--- config.mk ---
export PLATFORM = sky130hd
export DESIGN_NAME = param_universal_shift_reg
export DESIGN_NICKNAME = d
export VERILOG_FILES = /design/src/rtl/param_universal_shift_reg.sv
export SDC_FILE = /design/constraint.sdc
export NUM_CORES = 1
export LEC_CHECK = 0
export CAP_MARGIN = 15
export CORE_MARGIN = 3
export CORE_UTILIZATION = 46
export DETAILED_ROUTE_END_ITERATION = 6
export PLACE_DENSITY = 0.83
export SLEW_MARGIN = 30
export SYNTH_ARGS = -nofsm -noshare
export SYNTH_HDL_FRONTEND = slang
export SYNTH_SLANG_ARGS = --single-unit
--- constraint.sdc ---
create_clock -name clk -period 1.4 [get_ports clk]
set_input_delay 0.21 -clock clk [delete_from_list [all_inputs] [get_ports clk]]
set_output_delay 0.21 -clock clk [all_outputs]
set_load 0.01 [all_outputs]
--- src/rtl/param_universal_shift_reg.sv ---
// Universal shift register with single-step operations and counted shift bursts.
// A two-state controller (IDLE/BUSY) sequences bursts and pulses done on completion.
module param_universal_shift_reg #(
  parameter int WIDTH = 8,
  parameter int CNT_W = 4
) (
  input  logic             clk,
  input  logic             rst,
  input  logic             en,
  input  logic [2:0]       mode,
  input  logic             serial_in_left,
  input  logic             serial_in_right,
  input  logic [WIDTH-1:0] parallel_load,
  input  logic             start,
  input  logic [CNT_W-1:0] shift_count,
  output logic [WIDTH-1:0] q,
  output logic             serial_out_left,
  output logic             serial_out_right,
  output logic             busy,
  output logic             done
);

  typedef enum logic [0:0] {
    ST_IDLE = 1'b0,
    ST_BUSY = 1'b1
  } state_t;

  localparam logic [2:0] MODE_HOLD = 3'b000;
  localparam logic [2:0] MODE_SHR  = 3'b001;
  localparam logic [2:0] MODE_SHL  = 3'b010;
  localparam logic [2:0] MODE_LOAD = 3'b011;
  localparam logic [2:0] MODE_ROTR = 3'b100;
  localparam logic [2:0] MODE_ROTL = 3'b101;
  localparam logic [2:0] MODE_ASR  = 3'b110;
  localparam logic [2:0] MODE_CLR  = 3'b111;

  state_t           state_q, state_d;
  logic [WIDTH-1:0] q_q, q_d;
  logic [CNT_W-1:0] cnt_q, cnt_d;
  logic [2:0]       mode_q, mode_d;
  logic             busy_q, busy_d;
  logic             done_q, done_d;

  function automatic logic is_shift_class(input logic [2:0] m);
    case (m)
      MODE_SHR, MODE_SHL, MODE_ROTR, MODE_ROTL, MODE_ASR: is_shift_class = 1'b1;
      default:                                            is_shift_class = 1'b0;
    endcase
  endfunction

  function automatic logic [WIDTH-1:0] apply_op(
    input logic [2:0]       m,
    input logic [WIDTH-1:0] v,
    input logic             sil,
    input logic             sir,
    input logic [WIDTH-1:0] pl
  );
    case (m)
      MODE_HOLD: apply_op = v;
      MODE_SHR:  apply_op = {sir, v[WIDTH-1:1]};
      MODE_SHL:  apply_op = {v[WIDTH-2:0], sil};
      MODE_LOAD: apply_op = pl;
      MODE_ROTR: apply_op = {v[0], v[WIDTH-1:1]};
      MODE_ROTL: apply_op = {v[WIDTH-2:0], v[WIDTH-1]};
      MODE_ASR:  apply_op = {v[WIDTH-1], v[WIDTH-1:1]};
      MODE_CLR:  apply_op = '0;
      default:   apply_op = v;
    endcase
  endfunction

  // Next-state: burst requests win over single steps; done marks the edge a request completes.
  always_comb begin
    state_d = state_q;
    q_d     = q_q;
    cnt_d   = cnt_q;
    mode_d  = mode_q;
    busy_d  = 1'b0;
    done_d  = 1'b0;
    case (state_q)
      ST_IDLE: begin
        if (start) begin
          if (is_shift_class(mode) && (shift_count != '0)) begin
            state_d = ST_BUSY;
            mode_d  = mode;
            cnt_d   = shift_count;
            busy_d  = 1'b1;
          end else begin
            done_d  = 1'b1;
          end
        end else if (en) begin
          q_d = apply_op(mode, q_q, serial_in_left, serial_in_right, parallel_load);
        end else begin
          q_d = q_q;
        end
      end
      ST_BUSY: begin
        q_d   = apply_op(mode_q, q_q, serial_in_left, serial_in_right, parallel_load);
        cnt_d = cnt_q - CNT_W'(1);
        if (cnt_q == CNT_W'(1)) begin
          state_d = ST_IDLE;
          done_d  = 1'b1;
        end else begin
          busy_d  = 1'b1;
        end
      end
      default: begin
        state_d = ST_IDLE;
        cnt_d   = '0;
      end
    endcase
  end

  // State and output registers; reset clears everything immediately, aborting any burst.
  always_ff @(posedge clk or negedge rst) begin
    if (!rst) begin
      state_q <= ST_IDLE;
      q_q     <= '0;
      cnt_q   <= '0;
      mode_q  <= MODE_HOLD;
      busy_q  <= 1'b0;
      done_q  <= 1'b0;
    end else begin
      state_q <= state_d;
      q_q     <= q_d;
      cnt_q   <= cnt_d;
      mode_q  <= mode_d;
      busy_q  <= busy_d;
      done_q  <= done_d;
    end
  end

  assign q                = q_q;
  assign busy             = busy_q;
  assign done             = done_q;
  assign serial_out_left  = q_q[WIDTH-1];
  assign serial_out_right = q_q[0];

endmodule

==> qor.txt <==
================================================================================
Required time reported for the critical path endpoint                    1.62 ns
Total Routed Length                                                      5978 um
Count of cell types in the netlist                                            54
Maximum root-to-sink buffer count                                              2
Antenna violations before repair                                               0
Clock Skew                                                           0.007968 ns
Endpoint arrival time on the critical path                               1.71 ns
Status                                                              finished with violations
Initial detailed-routing violation count                                     311
Largest area contributor in the synthesized netlist                      dfrtp_1
Worst Setup Path Type                                                 reg -> reg
Area after detailed placement                                          2143 um^2
Number of clock sinks seen by CTS                                             17
Sequential cell area                                                  437.9 um^2
Synth Net Count                                                              208
Core ar.                                                               3178 um^2
Mux contribution to synthesized area                                      9.148%
Area growth syn-to-layout                                                 57.78%
Final critical-path required period                                     1.494 ns
Max-slew headroom                                                         68.29%
Clock-pin slew on the worst setup and hold paths                         0.13 ns
Post-synthesis adder-cell area fraction                                   1.564%
Number of synthesized flops with an enable pin                                 0
RSZ-0062 raised after global routing                                        true
IR Drop Worst-Case VDD                                                0.001062 V
WHS                                                                    0.2014 ns
Fraction of the yosys area taken by sequential cells                      26.58%
Post-layout instance count excluding filler cells                            300
DR DRC count                                                                   1
Final critical-path setup slack                                      -0.09368 ns
Primary FF master, synth                                                 dfrtp_1
Area occupied by multi-input gates                                     1236 um^2
Final instance area                                                    2525 um^2
Crit Path Max Fanout                                                           4
Last weighted congestion value of the routability-driven placer           0.9324
Drt via density                                                            6.573
Clock tree from TritonCTS                                                    yes
Die H                                                                   64.98 um
Final layout net count                                                       280
Effective utilization at floorplan                                        50.35%
Standby leakage power                                                   1.082 nW
Max-cap violations                                                             0
First-pass DRT Iterations                                                      7
Average footprint of a synthesized cell                               8.650 um^2
Num CTS Buffers                                                                3
Worst slew pin tran                                                    0.4719 ns
Global-route usage over all layers                                        27.02%
Total instance count after detailed placement                                280
Max-slew violation count                                                       0
Total power per unit cell area                                      2230 nW/um^2
HP Class                                                             in -> async
Most used cells in the layout excluding fill and tap cells          buf_4 (40), dlygate4sd2_1 (18), clkdlybuf4s50_1 (13)
Area share of the largest cell type after synthesis                       26.58%
Layout fillers                                                               215
H-tree Lvls                                                                    1
Quantity of I/O buffers inserted on ports                                     32
Site Rows                                                                     20
GRT overflow                                                                   0
Crit path capture type                                                 flip-flop
Register bit count reported by yosys                                          17
Number of global-route vias before repair                                  1,841
Master cell of the clock root buffer                                    clkbuf_4
Simple-Gate Fraction of Synth Area                                        21.50%
Top cells by area in the synthesized netlist                        dfrtp_1 (27%), mux2i_1 (5.6%), a21oi_1 (3.8%)
Share of async-settable or async-resettable flops after synthesis         100.0%
Number of hold buffers added after cts                                         0
Dominant combinational cell family by area after synthesis          compound AO/OA/AOI/OAI gates
Estimated wirelength of the detail-placed design                         3503 um
Post-Synthesis Cells                                                         185
Number of I/O pins                                                            33
First-pass GRT wire length                                               8838 um
XOR/XNOR share of the synthesized area                                    1.095%
Final hold vios                                                                0
Most common cell after layout, fill and taps aside                         buf_4
Total Die Area                                                         4222 um^2
Total of endpoints with negative setup slack in the final report               7
Sum Neg Setup Slack                                                   -0.4309 ns
Maximum clock frequency                                                669.5 MHz
Worst-skew pair later-pin latency                                        0.33 ns
Routed wire length per instance                                         19.93 um
Antenna viol nets, final                                                       0
Compound-gate portion of the synthesized area                             31.04%
Via count                                                                  1,972
Pin count of the biggest net entering global routing                          19
Failing checks                                                      DRC, setup timing
Share of post-route cells with drive strength above 1                     41.80%
Element type at the critical path start                                flip-flop
Total number of yosys warnings                                                 0
Antenna fix cells                                                              0
Area of the mapped netlist                                             1600 um^2
Share of the clock period used by the worst path                          106.7%
Horizontal extent of the die                                            64.98 um
================================================================================
## metrics by stage
stage	utilization [%]	setup WS [ns]	power, mW
floorplan	-	-0.05543	2.958
global placement	67.44	-0.4613	4.038
detailed placement	67.44	-0.5124	4.106
CTS	74.76	-0.1013	4.929
global route	79.45	-0.1843	5.928
finish	79.45	-0.09368	5.631
## cell usage after synthesis, drive strengths merged, types with 2 or more instances
| cell type | number |
|---|---|
| dfrtp | 17 |
| buf | 15 |
| a21oi | 12 |
| nand2 | 12 |
| inv | 10 |
| nor2 | 10 |
| o21ai | 10 |
| mux2i | 9 |
| a211oi | 8 |
| o31ai | 7 |
| a221oi | 5 |
| nand2b | 5 |
| nand3 | 5 |
| nor2b | 5 |
| a2111oi | 4 |
| a32oi | 4 |
| and3 | 4 |
| mux2 | 4 |
| nand3b | 4 |
| nor3 | 4 |
| o211ai | 3 |
| a221o | 2 |
| ha | 2 |
## worst max-delay path: stages (launching register included)
cell,delay (ns)
dfrtp_2,0.46
buf_4,0.15
nor2b_4,0.04
mux2_4,0.32
a2111oi_4,0.34
o21ai_2,0.09
## logic make-up (layout without fill, tap and decap cells)
group	after synthesis	count (layout)
AOI/OAI and AO/OA	66	66
and+or+nand+nor	58	58
buffers and inverters	27	98
DFF	17	17
muxes	13	13
adders and majority gates	2	2
xor gates and xnor gates	2	2
## power breakdown
| group | leakage, nW | switching, mW | internal [mW] | total (mW) |
|---|---|---|---|---|
| clock | 0.0139 | 0.213 | 0.110 | 0.323 |
| sequential | 0.192 | 0.246 | 0.771 | 1.02 |
| combinational | 0.876 | 2.16 | 2.13 | 4.29 |
| total | 1.08 | 2.62 | 3.01 | 5.63 |
## final cells by class
type | count | share of cell area (%)
Multi-Input combinational cell | 141 | 48.96
Clock inverter | 1 | 0.2973
Timing Repair Buffer | 83 | 28.64
Inverter | 11 | 1.685
Tap cell | 44 | 2.180
Sequential cell | 17 | 17.34
Clock buffer | 3 | 0.8920
## final timing paths
| kind | slack, ns | endpoint | cells after the start | from |
|---|---|---|---|---|
| hold reg to reg | 0.60 | cnt_q[0]$_DFFE_PN0P_ | 2 | cnt_q[0]$_DFFE_PN0P_ |
| max in group asynchronous | 0.98 | mode_q[1]$_DFFE_PN0P_ | 2 | rst |
| setup reg to reg | -0.09 | q[5]$_DFFE_PN0P_ | 5 | mode_q[0]$_DFFE_PN0P_ |
| min in group clk | 0.34 | cnt_q[0]$_DFFE_PN0P_ | 3 | shift_count[0] |
| setup / recovery | -0.09 | q[5]$_DFFE_PN0P_ | 5 | mode_q[0]$_DFFE_PN0P_ |
| hold / removal | 0.20 | q[4]$_DFFE_PN0P_ | 2 | rst |
## metal layers
layer | vias to the layer above | GRT usage, % | share of wire (%)
met3 | 36 | 2.773 | 8.7
met1 | 948 | 34.22 | 39
met4 | 0 | 10.55 | 4.1
li1 | 846 | - | -
met2 | 142 | 46.74 | 48
met5 | - | 0 | 0
## registers in the layout, indices dropped and copies added (netlist names)
name    count
done        1
busy        1
mode_q      3
q           8
cnt_q       4
## repair_timing
action	4_1_cts	5_1_grt
pin swaps	6	14
gates resized for setup	56	26
buffers inserted	11	5
cloned	1	0
endpoints found under the setup margin	28	9
Note: power is estimated with default switching activity, not from simulation.
